[src/rtl/serial_addsub_ctrl_pkg.sv]
// -----------------------------------------------------------------------------
// serial_addsub_ctrl_pkg
// Shared definitions for the bit-serial add/subtract sequencer:
//   - state_t : controller state encoding (IDLE / SHIFT / DONE)
//   - OP_ADD / OP_SUB : op select encoding used by the controller and the cell
// -----------------------------------------------------------------------------
package serial_addsub_ctrl_pkg;

  typedef enum logic [1:0] {
    ST_IDLE  = 2'd0,
    ST_SHIFT = 2'd1,
    ST_DONE  = 2'd2
  } state_t;

  localparam logic OP_ADD = 1'b0;
  localparam logic OP_SUB = 1'b1;

endpackage

[src/rtl/serial_addsub_ctrl_bit_cell.sv]
// -----------------------------------------------------------------------------
// addsub_bit_cell
// Purely combinational 1-bit full adder / full subtractor.
// Ports:
//   a, b  : operand bits
//   cin   : carry-in (add) or borrow-in (sub)
//   op    : OP_ADD computes a+b+cin, OP_SUB computes a-b-cin
//   s     : sum / difference bit
//   cout  : carry-out (add) or borrow-out (sub)
// -----------------------------------------------------------------------------
module addsub_bit_cell
  import serial_addsub_ctrl_pkg::*;
(
  input  logic a,
  input  logic b,
  input  logic cin,
  input  logic op,
  output logic s,
  output logic cout
);

  // Sum and difference bits are the same XOR; only the carry/borrow differs.
  assign s = a ^ b ^ cin;

  always_comb begin
    if (op == OP_ADD) begin
      cout = (a & b) | (b & cin) | (a & cin);
    end else begin
      cout = (~a & b) | (b & cin) | (cin & ~a);
    end
  end

endmodule

[src/rtl/serial_addsub_ctrl.sv]
// -----------------------------------------------------------------------------
// serial_addsub_ctrl
// Bit-serial add/subtract sequencer. One addsub_bit_cell is time-shared over a
// WIDTH-bit operation, one bit per clock, LSB first.
// Optional feature macro: SERIAL_ADDSUB_OVF_EN adds the signed overflow output.
// Ports:
//   clk    : system clock, rising edge
//   rst    : synchronous active-high reset
//   start  : request; sampled only in IDLE
//   op     : 0 = a+b, 1 = a-b; sampled with start
//   a, b   : WIDTH-bit operands; sampled with start
//   busy   : high while bits are processed (SHIFT)
//   done   : one-cycle pulse, result/cout valid
//   result : registered sum/difference, held until next completion
//   cout   : carry-out (add) / borrow-out (sub), held with result
//   ovf    : (SERIAL_ADDSUB_OVF_EN only) two's-complement overflow
// Handshake: start is a request accepted on any rising edge where the
// controller is in IDLE; requests while busy or done are dropped, not queued.
// done pulses for exactly one cycle and result/cout/ovf stay valid until the
// next completion or reset.
// -----------------------------------------------------------------------------
module serial_addsub_ctrl
  import serial_addsub_ctrl_pkg::*;
#(
  parameter int WIDTH = 8
)
(
  input  logic             clk,
  input  logic             rst,
  input  logic             start,
  input  logic             op,
  input  logic [WIDTH-1:0] a,
  input  logic [WIDTH-1:0] b,
  output logic             busy,
  output logic             done,
  output logic [WIDTH-1:0] result,
  output logic             cout
`ifdef SERIAL_ADDSUB_OVF_EN
  ,
  output logic             ovf
`endif
);

  localparam int CNT_W = $clog2(WIDTH);
  localparam logic [CNT_W-1:0] CNT_LAST = CNT_W'(WIDTH - 1);

  // Current controller state; kept as a named enum so checkers can bind to it.
  state_t state;
  state_t state_next;

  logic [WIDTH-1:0] a_sh;
  logic [WIDTH-1:0] b_sh;
  logic [WIDTH-1:0] r_sh;
  logic [CNT_W-1:0] cnt;
  logic             cy;
  logic             op_r;

  logic             cell_s;
  logic             cell_co;
  logic             last_bit;
  logic [WIDTH-1:0] r_next;

  addsub_bit_cell u_cell (
    .a    (a_sh[0]),
    .b    (b_sh[0]),
    .cin  (cy),
    .op   (op_r),
    .s    (cell_s),
    .cout (cell_co)
  );

  assign last_bit = (cnt == CNT_LAST);
  // The new bit enters at the MSB, so after WIDTH steps bit 0 sits at the LSB.
  assign r_next   = {cell_s, r_sh[WIDTH-1:1]};

  // State register
  always_ff @(posedge clk) begin
    if (rst) begin
      state <= ST_IDLE;
    end else begin
      state <= state_next;
    end
  end

  // Next-state logic
  always_comb begin
    state_next = state;
    case (state)
      ST_IDLE:  if (start) state_next = ST_SHIFT;
      ST_SHIFT: if (last_bit) state_next = ST_DONE;
      ST_DONE:  state_next = ST_IDLE;
      default:  state_next = ST_IDLE;
    endcase
  end

  // Output decode
  always_comb begin
    busy = 1'b0;
    done = 1'b0;
    case (state)
      ST_SHIFT: busy = 1'b1;
      ST_DONE:  done = 1'b1;
      default:  ;
    endcase
  end

  // Datapath: operand shifters, bit counter, carry flop and result registers
  always_ff @(posedge clk) begin
    if (rst) begin
      a_sh   <= '0;
      b_sh   <= '0;
      r_sh   <= '0;
      cnt    <= '0;
      cy     <= 1'b0;
      op_r   <= OP_ADD;
      result <= '0;
      cout   <= 1'b0;
`ifdef SERIAL_ADDSUB_OVF_EN
      ovf    <= 1'b0;
`endif
    end else begin
      case (state)
        ST_IDLE: begin
          if (start) begin
            a_sh <= a;
            b_sh <= b;
            op_r <= op;
            cy   <= 1'b0;
            cnt  <= '0;
          end
        end
        ST_SHIFT: begin
          a_sh <= a_sh >> 1;
          b_sh <= b_sh >> 1;
          r_sh <= r_next;
          cy   <= cell_co;
          cnt  <= cnt + 1'b1;
          if (last_bit) begin
            result <= r_next;
            cout   <= cell_co;
`ifdef SERIAL_ADDSUB_OVF_EN
            // cy is the carry/borrow into the MSB during the final step.
            ovf    <= cy ^ cell_co;
`endif
          end
        end
        default: ;
      endcase
    end
  end

endmodule

[config.mk]
export PLATFORM = sky130hd
export DESIGN_NAME = serial_addsub_ctrl
export DESIGN_NICKNAME = d
export VERILOG_FILES = /design/src/rtl/serial_addsub_ctrl_pkg.sv /design/src/rtl/serial_addsub_ctrl_bit_cell.sv /design/src/rtl/serial_addsub_ctrl.sv
export SDC_FILE = /design/constraint.sdc
export NUM_CORES = 1
export LEC_CHECK = 0
export ABC_AREA = 1
export CORE_ASPECT_RATIO = 0.7
export CORE_MARGIN = 2
export CORE_UTILIZATION = 45
export CTS_CLUSTER_SIZE = 10
export DETAILED_ROUTE_END_ITERATION = 10
export DONT_BUFFER_PORTS = 1
export GPL_TIMING_DRIVEN = 1
export HOLD_SLACK_MARGIN = 0.03
export PLACE_DENSITY_LB_ADDON = 0.1
export REMOVE_ABC_BUFFERS = 1
export SKIP_LAST_GASP = 1
export SYNTH_ARGS = -nofsm -noshare
export SYNTH_HDL_FRONTEND = slang
export SYNTH_HIERARCHICAL = 1
export SYNTH_SLANG_ARGS = --single-unit
[constraint.sdc]
create_clock -name clk -period 1.6 [get_ports clk]
set_input_delay 0.16 -clock clk [delete_from_list [all_inputs] [get_ports clk]]
set_output_delay 0.16 -clock clk [all_outputs]
set_load 0.1 [all_outputs]
## Word level (Yosys, flattened, before mapping)

Index checks and enable logic that the tools add are counted.
Widths: inputs -> output; s select.

| operators by class | value |
|---|---|
| muxes and demuxes | 14 |
| bitwise gates (word level) | 12 |
| equality and inequality tests | 5 |
| reduce and logical (&&, ||, !) cells | 6 |
| add/subtract/negate cells | 1 |

Operators by type and width:

| operator | count |
|---|---|
| $pmux 8 s2 | 2 |
| $mux 8 | 2 |
| $reduce_and 2->1 | 4 |
| $pmux 3 s2 | 1 |
| $and 1x1->1 | 5 |
| $mux 1 | 4 |
| $mux 2 | 2 |
| $ne 2x2->1 const B | 2 |
| $or 1x1->1 | 4 |
| $pmux 2 s2 | 1 |
| $add 3x1->3 const B | 1 |
| $eq 3x3->1 const B | 1 |
| $mux 3 | 1 |
| $eq 2x1->1 const B | 1 |
| $eq 2x2->1 const B | 1 |
| $logic_not 2->1 | 1 |
| $pmux 1 s2 | 1 |
| $reduce_bool 2->1 | 1 |
| $xor 1x1->1 | 2 |
| $not 1->1 | 1 |

| word-level totals | value |
|---|---|
| bits in registers | 40 |
| input bits | 20 |

## Longest topological paths before layout

| depth | value |
|---|---|
| word-level depth | 6 |
| gate-level depth with buffers | 8 |
| gate-level depth less buffers | 6 |

## Hierarchy

Netlist, hierarchy kept.

By module, submodules not included:

| module | times used | sequential area each (sq um) | area each (sq um) | cells an instance |
|---|---|---|---|---|
| serial_addsub_ctrl | 1 | 780.7 | 1,744.2 | 256 |
| addsub_bit_cell | 1 | 0.0 | 62.6 | 8 |

## Least setup slack after synthesis

No wires, ideal clock.

| timing | value |
|---|---|
| path type | register to output |
| from | reg state[1] |
| to | out done |
| arrival time | 1.917 ns |
| data required time | 1.440 ns |
| stages on the path, launching flop included | 4 |
| slack | -0.477 ns |
| cells stage by stage | dfxtp_1 -> inv_2 -> buf_2 -> nor2_1 |

| on the way | value |
|---|---|
| word-level cells in the longest chain between the ends | 2 |

RTL lines:

| element | line | RTL |
|---|---|---|
| start, declared | serial_addsub_ctrl.sv:48 | `state_t state;` |
| start signal, assigned | serial_addsub_ctrl.sv:81 | `state <= state_next;` |
| $eq 2x2->1 | serial_addsub_ctrl.sv:100 | `case (state)` |
| $mux 1 | serial_addsub_ctrl.sv:100 |  |
| end, declared | serial_addsub_ctrl.sv:35 | `output logic done,` |

Every way passes these cells.

## Worst setup path in the final report

Same ends and word-level chain as after synthesis.

==> impl_metrics.csv <==
group,metric,value,unit
status,status,"complete, no violations",
pwr,switching_share,26.29,%
floorplanning,row_count,19,
timing,final_max_slew_viol_count,0,
critical_path,path_cells,"inv_2, buf_4, nor2_2, buf_6",
route,met2_length,1494,um
placement,port_buffers,0,
route,wl_met3,168,um
timing,setup_ws,91.13,ps
floorplanning,die_h,57.02,um
logic_synthesis,synth_edf_count,0,
global_routing,track_usage,17.57,%
route,wire_per_inst,11.08,um
global_routing,grt_pass1_wl,6216,um
route,drc,0,
pwr,power.internal,1.533,mW
global_routing,grt-ovfl-total,0,
route,ant_nets,0,
pwr,total_power,2.080,mW
placement,hpwl,2466,um
pwr,p_leak,1.030,nW
floorplanning,ios,31,
timing,post-route-min-period,1509,ps
timing,hold_violations,0,
timing,setup-violations-final,0,
global_routing,grt_pass1_vias,1378,
floorplanning,die_area,0.004546,mm^2
timing,timing.setup.tns,0,ps
global_routing,grt_max_degree,35,
logic_synthesis,synth.area.top_cells,"dfxtp_1, nand2_1, nor2_1",
placement,gp_routability_congestion,0.7794,
pwr,power_frac_comb,13.8,%
timing,rsz0062_at_grt,"no",
logic_synthesis,yosysWarnings,6,
clocking,clock_latency,280,ps
clocking,cts_inserted_buffers,5,
logic_synthesis,yosysTopAreaCellShare,43.21,%
critical_path,cp_max_fo,11,
route,num_vias,1510,
timing,skew,4.472,ps
route,via_per_inst,4.576,
logic_synthesis,netlist_instances,264,
critical_path,critPathBufInv,3,
clocking,htree_levels,2,
route,postRouteWirelength,3658,um
logic_synthesis,netlist_area,0.001807,mm^2
route,drt-pass1-iter-count,4,
timing,hold_slack,44.79,ps
critical_path,cpLargestDelayFamily,"buffers and inverters",
placement,dpl_worst_slack,259.9,ps
clocking,clock-sinks,39,
pwr,power_switching,0.5470,mW
clocking,path_clk_slew,80,ps
pwr,power_density,1003,mW/mm^2
logic_synthesis,synth_area_per_cell,6.844,um^2
logic_synthesis,synth.most_common_cell,"nand2_1",
clocking,clockBufferDepth,2,
run,cap_violations,0,
critical_path,critPathMaxStageDelay,410,ps
critical_path,crit_slowest_cell,"dfxtp_1",
logic_synthesis,yosys_register_bits,39,
final_layout,syn_to_final_growth,14.82,%
logic_synthesis,synth.cells.most_frequent,"nand2_1, nor2_1, dfxtp_1, inv_1, nand3_1",
timing,relSlewSlack,72.91,%
global_routing,antenna_found_initial,0,
hold_path,hp-class,"in2reg",
pwr,pwr-share-seq,51.3,%
placement,postPlaceCellArea,0.001941,mm^2
pwr,clkPwrFrac,34.9,%
timing,period_share,94.30,%
final_layout,final_nets,301,
logic_synthesis,ys.flop_type,"dfxtp_1",
logic_synthesis,synthArstFlopShare,0,%
floorplanning,core,0.003875,mm^2
logic_synthesis,ys_seq_area_share,43.21,%
final_layout,fin_area,0.002074,mm^2
critical_path,cp-end-kind,"output port",
final_layout,nFillCells,414,
floorplanning,die_x,79.74,um
route,drt-met1-wl,1962,um
route,drtIter0Drc,53,
logic_synthesis,synthDistinctLibCells,19,
critical_path,path_class,"reg2out",
pwr,ir_drop,0.7135,mV
critical_path,arrival,1350,ps
critical_path,cp.required,1440,ps
timing,fmax,0.6627,GHz
route,topRoutingLayerUsed,"met4",
logic_synthesis,yosysTopAreaCell,"dfxtp_1",
clocking,clock-root-buffer,"clkbuf_8",
timing,worstMarginPinSlew,405.0,ps
critical_path,worstSetupStartpointType,"register",
final_layout,num_antenna_cells,0,
floorplanning,start_util,46.63,%
final_layout,drive_gt1_share,11.51,%
clocking,cts_tree,"done",
[worst paths after layout]
check	start	endpoint	slack, ps	cells after the start
hold reg to reg	r_sh[4]	result[3]	460	2
hold / removal	a[7]	a_sh[7]	40	2
setup reg to reg	a_sh[0]	r_sh[7]	250	5
setup / recovery	state[1]	done	90	4
[what timing repair did]
action | in CTS | in global routing
buffers inserted | 0 | 0
resized for setup | 0 | 1
endpoints found under the setup margin | 0 | 1
hold buffers | 3 | 0
hold endpoints to repair | 6 | 0
[cells in the final DEF (no fill, tap or decap), drive strengths merged]
cell type / instances
nor2: 57
a21oi: 5
dfxtp: 39
nand2: 88
ha: 2
clkbuf: 8
nand3: 22
o21ai: 10
dlygate4sd3: 3
o21a: 1
buf: 16
inv: 25
fa: 2
[power by group through the flow]
stage / Clock (mW) / Combinational (mW) / Sequential [mW]
after global placement: 0 / 0.276 / 1.09
after CTS: 0.755 / 0.290 / 1.07
after global routing: 0.798 / 0.329 / 1.08
after floorplan: 0 / 0.197 / 1.09
final: 0.726 / 0.286 / 1.07
after detailed placement: 0 / 0.278 / 1.09
[layout make-up]
cell class	instances	area [um^2]	share of cell area (%)
multi-input combinational	187	843.3	40.65
sequential	39	780.7	37.64
timing repair buffer	19	191.4	9.228
clock buffer	8	100.1	4.825
inverter	25	93.84	4.524
tap	52	65.06	3.136
[worst register-to-register path, stage by stage, from the launching register on]
cell     delay [ps]
dfxtp_1         380
inv_1            80
fa_1            540
inv_1            50
o21ai_0         150
nor2_1           50
[flip-flops by register name, indices dropped and copies added (netlist names)]
name,flops
a_sh,8
b_sh,8
result,8
r_sh,7
cnt,3
state,2
cout,1
cy,1
op_r,1
[per-stage QoR]
stage | utilization, % | std cells
finish | 53.54 | 330
global placement | 50.08 | 319
CTS | 53.44 | 330
floorplan | - | 251
global route | 53.54 | 330
detailed placement | 50.08 | 319
[kinds of logic (layout without fill, tap and decap cells)]
group                    count (synthesis)  in the layout  share of synthesized area, %
AND/OR/NAND/NOR                        167            167                         37.74
flip-flops                              39             39                         43.21
buffers and inverters                   38             52                         10.25
AO/OA/AOI/OAI                           16             16                         5.194
adder cells (fa/ha/maj)                  4              4                         3.601
[per-layer routing]
layer | GRT usage [%] | vias up
li1 | - | 827
met1 | 24.27 | 656
met2 | 27.01 | 22
met3 | 5.696 | 5
met4 | 4.358 | 0
met5 | 0 | -
(Power assumes the default switching activity.)
